<file path="config.mk">
export PLATFORM = sky130hd
export DESIGN_NAME = conv_pass_sequencer
export DESIGN_NICKNAME = d
export VERILOG_FILES = /design/src/rtl/conv_pass_sequencer.sv
export SDC_FILE = /design/constraint.sdc
export NUM_CORES = 1
export LEC_CHECK = 0
export BUFFER_PORTS_ARGS = -buffer_cell sky130_fd_sc_hd__clkbuf_2
export CORE_MARGIN = 5
export CORE_UTILIZATION = 25
export CTS_BUF_LIST = sky130_fd_sc_hd__clkbuf_16
export DETAILED_ROUTE_END_ITERATION = 10
export GPL_TIMING_DRIVEN = 0
export HOLD_SLACK_MARGIN = 0.1
export PLACE_DENSITY = 0.49
export SYNTH_ARGS = -nofsm -noshare
export SYNTH_HDL_FRONTEND = slang
export SYNTH_SLANG_ARGS = --single-unit
</file>
<file path="constraint.sdc">
create_clock -name clk -period 5.25 [get_ports clk]
set_input_delay 0.7875 -clock clk [delete_from_list [all_inputs] [get_ports clk]]
set_output_delay 0.7875 -clock clk [all_outputs]
set_load 0.05 [all_outputs]
</file>
<file path="src/rtl/conv_pass_sequencer.sv">
// Convolution pass sequencer: loads weights once, then streams/waits/drains BlockCount blocks,
// driving the PE edge-controller enable strobes as Mealy handshake outputs.
module conv_pass_sequencer #(
  parameter int unsigned K_PEGroupSize   = 4,
  parameter int unsigned O_PEGroupSize   = 4,
  parameter int unsigned I_PEGroupSize   = 7,
  parameter int unsigned BlockCount      = 4,
  parameter int unsigned BlockCountWidth = 3,
  parameter int unsigned PipeLatency     = 2,
  parameter int unsigned CntWidth        = 4
) (
  input  logic                       clk,
  input  logic                       aclr,
  input  logic                       i_sclr,
  input  logic                       i_start,
  input  logic                       i_in_valid,
  input  logic                       i_out_ready,
  output logic                       o_en_k,
  output logic                       o_en_i,
  output logic                       o_en_o_in,
  output logic                       o_en_o_out,
  output logic [BlockCountWidth-1:0] o_block_idx,
  output logic                       o_busy,
  output logic                       o_done
);

  typedef enum logic [2:0] {StIdle, StLoadK, StStream, StWait, StDrain, StDone} state_e;

  localparam int unsigned WaitLastInt = (PipeLatency > 0) ? PipeLatency - 1 : 0;

  localparam logic [CntWidth-1:0]        KLast    = CntWidth'(K_PEGroupSize - 1);
  localparam logic [CntWidth-1:0]        ILast    = CntWidth'(I_PEGroupSize - 1);
  localparam logic [CntWidth-1:0]        OLast    = CntWidth'(O_PEGroupSize - 1);
  localparam logic [CntWidth-1:0]        WaitLast = CntWidth'(WaitLastInt);
  localparam logic [BlockCountWidth-1:0] BlkLast  = BlockCountWidth'(BlockCount - 1);

  state_e                     r_state, w_state_d;
  logic [CntWidth-1:0]        r_beat, w_beat_d;
  logic [CntWidth-1:0]        r_wait, w_wait_d;
  logic [BlockCountWidth-1:0] r_blk, w_blk_d;

  always_ff @(posedge clk or posedge aclr) begin
    if (aclr) begin
      r_state <= StIdle;
      r_beat  <= '0;
      r_wait  <= '0;
      r_blk   <= '0;
    end else begin
      r_state <= w_state_d;
      r_beat  <= w_beat_d;
      r_wait  <= w_wait_d;
      r_blk   <= w_blk_d;
    end
  end

  always_comb begin
    w_state_d  = r_state;
    w_beat_d   = r_beat;
    w_wait_d   = r_wait;
    w_blk_d    = r_blk;
    o_en_k     = 1'b0;
    o_en_i     = 1'b0;
    o_en_o_in  = 1'b0;
    o_en_o_out = 1'b0;

    // A synchronous clear abandons the pass and suppresses this cycle's strobes.
    if (i_sclr) begin
      w_state_d = StIdle;
      w_beat_d  = '0;
      w_wait_d  = '0;
      w_blk_d   = '0;
    end else begin
      unique case (r_state)
        StIdle: begin
          if (i_start) begin
            w_state_d = StLoadK;
            w_beat_d  = '0;
          end
        end
        StLoadK: begin
          o_en_k = i_in_valid;
          if (i_in_valid) begin
            if (r_beat == KLast) begin
              w_state_d = StStream;
              w_beat_d  = '0;
              w_blk_d   = '0;
            end else begin
              w_beat_d = r_beat + CntWidth'(1);
            end
          end
        end
        StStream: begin
          o_en_i    = i_in_valid;
          o_en_o_in = i_in_valid && (r_beat >= KLast);
          if (i_in_valid) begin
            if (r_beat == ILast) begin
              w_state_d = (PipeLatency > 0) ? StWait : StDrain;
              w_beat_d  = '0;
              w_wait_d  = '0;
            end else begin
              w_beat_d = r_beat + CntWidth'(1);
            end
          end
        end
        StWait: begin
          if (r_wait == WaitLast) begin
            w_state_d = StDrain;
            w_wait_d  = '0;
            w_beat_d  = '0;
          end else begin
            w_wait_d = r_wait + CntWidth'(1);
          end
        end
        StDrain: begin
          o_en_o_out = i_out_ready;
          if (i_out_ready) begin
            if (r_beat == OLast) begin
              w_beat_d = '0;
              if (r_blk == BlkLast) begin
                w_state_d = StDone;
              end else begin
                w_blk_d   = r_blk + BlockCountWidth'(1);
                w_state_d = StStream;
              end
            end else begin
              w_beat_d = r_beat + CntWidth'(1);
            end
          end
        end
        StDone: begin
          w_state_d = StIdle;
          w_blk_d   = '0;
        end
        default: begin
          w_state_d = StIdle;
          w_beat_d  = '0;
          w_wait_d  = '0;
          w_blk_d   = '0;
        end
      endcase
    end
  end

  assign o_block_idx = r_blk;
  assign o_busy      = (r_state != StIdle);
  assign o_done      = (r_state == StDone);

endmodule

</file>
# Yosys cells after proc, flatten, opt, wreduce, memory -nomap -nowiden
# Index checks and enable logic that the tools add are counted.
# totals
regBits,14
wordCells,78
# op_classes
add_sub_neg,3
n_mux,40
n_lt_le_gt_ge,1
reduce_logical,9
eq_ne,21
# op_table
cell,count
$mux 3,16
$mux 4,12
$ne 3x3->1 const B,9
$pmux 4 s6,1
$pmux 3 s5,1
$pmux 4 s3,1
$reduce_and 6->1,2
$eq 3x2->1 const B,3
$pmux 3 s3,1
$add 4x1->4 const B,2
$mux 1,8
$reduce_and 8->1,1
$eq 3x3->1 const B,2
$eq 4x1->1 const B,1
$eq 4x2->1 const B,1
$eq 4x3->1 const B,1
$ge 4x2->1 const B,1
$ne 2x1->1 const B,2
$reduce_or 4->1,1
$add 3x1->3 const B,1
$eq 3x1->1 const B,1
$logic_not 3->1,1
$reduce_and 3->1,1
$reduce_bool 3->1,1
3 further kinds,3

# Depth between registers and ports, before layout
# logic_depth
ltp_word,6
ltp_mapped,6
ltp_nobuf,6

# Worst setup path before layout
# Ideal clock, no wire load.
# synth_timing
kind,input to output
from,input i_sclr
to,output o_en_o_in
setup_slack_ps,2062
arrival_time_ps,2401
stages,4
t_required_ps,4463
n_path_buf,1
cell_sequence,buf_2 > nor4b_2 > and2_1 > o31a_1
# synth_via
elab_chain_cells,1
# synth_lines
element,line,rtl
start: declaration,14,"input logic i_sclr,"
$mux 1,67,if (i_sclr) begin
end: declaration,20,"output logic o_en_o_in,"
# No other way between the ends.

# Worst setup path after layout
# Ends and elaborated chain as after synthesis.

==> reports/metrics.csv <==
stage,metric,value,unit
drt,routed_wl,2250,µm
grt,grt_antenna_before_repair,0,
placed_design,post-place-ws,2.38,ns
clock_network,cts_hold_buf,0,
drt,drc,0,
logic_synthesis,yosysMostFrequentCell,dfrtp_1,
logic_synthesis,synth_seq_cells,14,
timing,layout_min_cycle_time,2.88,ns
power_and_ir_drop,cellLeakagePower,0.612,nW
clock_network,cts_root_buffer,clkbuf_16,
logic_synthesis,syn_inst,107,
floorplanning,die_area,5770,µm²
timing,slew-limit-headroom,62.2,%
grt,grt_pass1_vias,850,
grt,grt_first_pass_wirelength,4020,µm
clock_network,cts_resized,0,
placed_design,dp_hpwl,1750,µm
logic_synthesis,syn_area,1090,µm²
power_and_ir_drop,power.density,399,nW/µm²
timing,timing.final.ws_setup,2.37,ns
worst_setup_path,worstRegToRegCells,6,
logic_synthesis,ys_top_cells_by_area,"dfrtp_1 32%, ha_1 6.9%, inv_1 3.1%, mux2i_1 2.8%, mux2_4 2.8%",
drt,wl_per_cell,12.8,µm
worst_setup_path,crit_fanout,9,
power_and_ir_drop,seqPwrFrac,26.8,%
cells_and_area,syn_to_final_growth,19.2,%
drt,firstDrtPassIters,6,
worst_setup_path,critPathTopFamily,simple AND/OR/NAND/NOR gates,
worst_setup_path,critPathKind,in -> out,
worst_hold_path,worst_hold_path.endpoint,o_block_idx[2],
power_and_ir_drop,p_sw,195,µW
logic_synthesis,synthArstFlopShare,100,%
timing,skew,0.00619,ns
worst_hold_path,whs_path_depth,1,
timing,slew_violations,0,
clock_network,cts.sinks,14,
worst_setup_path,end_kind,output pin,
worst_setup_path,worstPathCellList,buf_2 -> nor4b_2 -> and2_1 -> o31a_1 -> clkbuf_2,
clock_network,clockBufferDepth,2,
power_and_ir_drop,p_comb_share,45.3,%
floorplanning,core-area,4290,µm²
logic_synthesis,yosysSeqAreaShare,32.2,%
timing,setup_tns,0,ns
worst_setup_path,reg2reg_from,r_wait[1],
drt,drt-vias-per-instance,4.80,
worst_setup_path,max_stage_delay,0.50,ns
logic_synthesis,ys_types,52,
grt,track_usage,8.42,%
drt,via_count,844,
timing,hold_viol_final,0,
worst_setup_path,path_buf_inv,2,
timing,fmax,0.348,GHz
worst_setup_path,r2r-end,r_beat[1],
worst_setup_path,slowest_stage,nor4b_2,
drt,drt_iter0_drc,18,
floorplanning,die_w,76.0,µm
worst_setup_path,crit_arrival,2.09,ns
cells_and_area,drive_gt1_share,29.0,%
clock_network,post_cts_buffers,0,
drt,ant_nets,0,
placed_design,portBuffers,13,
grt,grt.overflow.total,0,
cells_and_area,n_antenna_cell,0,
timing,post-route-period-util,54.8,%
floorplanning,ios,15,
clock_network,cts_tree,done,
worst_hold_path,hp-class,reg -> reg,
worst_setup_path,critPathLaunchType,input port,
power_and_ir_drop,p_int,323,µW
power_and_ir_drop,vdd.ir_drop.worst,0.135,mV
clock_network,clk_pin_slew,0.05,ns
floorplanning,rows,24,
floorplanning,start_util,25.3,%
logic_synthesis,synthFlopType,dfrtp_1,
cells_and_area,final_net_count,137,
cells_and_area,n_fill_cell,450,
logic_synthesis,synth_edf_count,0,
grt,grt_max_degree,15,
worst_setup_path,cp.required,4.46,ns
timing,tightestPinTransition,0.567,ns
power_and_ir_drop,power_frac_clock,27.9,%
run_status,outcome,completed,
clock_network,numCtsBuffers,3,
worst_setup_path,r2r_setup_slack,3.27,ns
logic_synthesis,synth.avg_cell_area,10.2,µm²
timing,rsz0062_at_grt,false,
logic_synthesis,synth.largest_area_cell,dfrtp_1,
placed_design,place_congestion,0.835,
logic_synthesis,ys_warn_count,0,
clock_network,clock_latency,0.24,ns
logic_synthesis,synth_fp_nets,119,
run,cap_violations,0,
floorplanning,die_h,76.0,µm
timing,setup_violations,0,
worst_hold_path,min_from,o_block_idx[2],
clock_network,cts_max_level,1,
logic_synthesis,synthTopCellsByCount,"14 x dfrtp_1, 9 x inv_1, 6 x ha_1, 4 x nand2_1, 4 x nor2_1",
power_and_ir_drop,sw_frac_of_total,37.6,%
logic_synthesis,synth_top_cell_area_share,32.2,%
==> power groups by stage <==
stage,Sequential [mW],Clock (mW),Combinational [mW]
5_1_grt,0.141,0.154,0.258
3_3_place_gp,0.140,0,0.236
3_5_place_dp,0.139,0,0.237
2_1_floorplan,0.138,0,0.198
6_report,0.139,0.145,0.235
4_1_cts,0.138,0.149,0.238
==> worst register-to-register path: cells and delay by family, from the launching register on <==
family / cells / cell delay (ns)
muxes: 1 / 0.34
adders and majority gates: 1 / 0.12
DFF: 1 / 0.40
AOI/OAI and AO/OA: 1 / 0.27
and+or+nand+nor: 2 / 0.68
buffers and inverters: 1 / 0.06
==> registers in the layout (all words and copies together) (netlist names) <==
name and cells:
r_wait 4, r_beat 4, o_block_idx 3, r_state 3
==> logic make-up (layout without fill, tap and decap cells) <==
logic type                 after synthesis  in the layout  synth area share [%]
and+or+nand+nor                         40             40                  25.5
adders and majority gates                6              6                  6.90
muxes                                    9              9                  9.66
buffers and inverters                   14             31                  5.52
AOI/OAI and AO/OA                       23             23                  19.4
xor gates and xnor gates                 1              1                 0.805
DFF                                     14             14                  32.2
==> how the worst max path moves through the flow <==
stage            from   endpoint  slack [ns]  cells past startpoint
6_report       i_sclr  o_en_o_in        2.37                      5
2_1_floorplan  i_sclr  o_en_o_in        2.06                      4
3_5_place_dp   i_sclr  o_en_o_in        2.38                      5
3_3_place_gp   i_sclr  o_en_o_in        2.36                      5
5_1_grt        i_sclr  o_en_o_in        2.30                      5
4_1_cts        i_sclr  o_en_o_in        2.37                      5
==> per-layer routing <==
| metal | part of all wire, % | track usage, % |
|---|---|---|
| met1 | 46 | 10.8 |
| met2 | 49 | 13.5 |
| met3 | 3.8 | 2.84 |
| met4 | 0.76 | 2.14 |
| met5 | 0 | 0 |
==> stage by stage <==
step | util, % | cell area [µm²] | hold slack, ns | instances | power (mW)
after global placement | 28.4 | 1220 | 0.508 | 172 | 0.375
after floorplan | - | 1090 | 0.494 | 107 | 0.336
after CTS | 30.2 | 1300 | 0.530 | 176 | 0.525
after global routing | 30.2 | 1300 | 0.561 | 176 | 0.554
after detailed placement | 28.4 | 1220 | 0.519 | 172 | 0.376
final | 30.2 | 1300 | 0.526 | 176 | 0.518
==> layout by cell type (no fill, tap or decap), types with 2 or more instances in the layout <==
cell and n:
nand3b_1 2, clkbuf_2 13, o21ai_0 2, nor2b_1 3, or3_1 3, nor3b_1 3
nor2_1 4, mux2i_1 3, mux2_2 2, o21bai_1 2, dfrtp_1 14, a21oi_1 3
o2111ai_1 2, buf_2 3, and2_1 3, a32o_1 2, inv_1 9, mux2_1 2
nand3_1 2, ha_1 6, nand2_1 4, mux2_4 2, clkbuf_16 3
==> final cells by class <==
class / instances / area (µm²) / share of cell area, %
Multi-Input combinational cell: 79 / 678 / 52.3
Sequential cell: 14 / 350 / 27.0
Clock buffer: 3 / 75.1 / 5.79
Timing Repair Buffer: 13 / 65.1 / 5.01
Tap cell: 52 / 65.1 / 5.01
Inverter: 10 / 37.5 / 2.89
Buffer: 4 / 22.5 / 1.74
Clock inverter: 1 / 3.75 / 0.289
No activity file was read; power rests on OpenSTA's default activity.
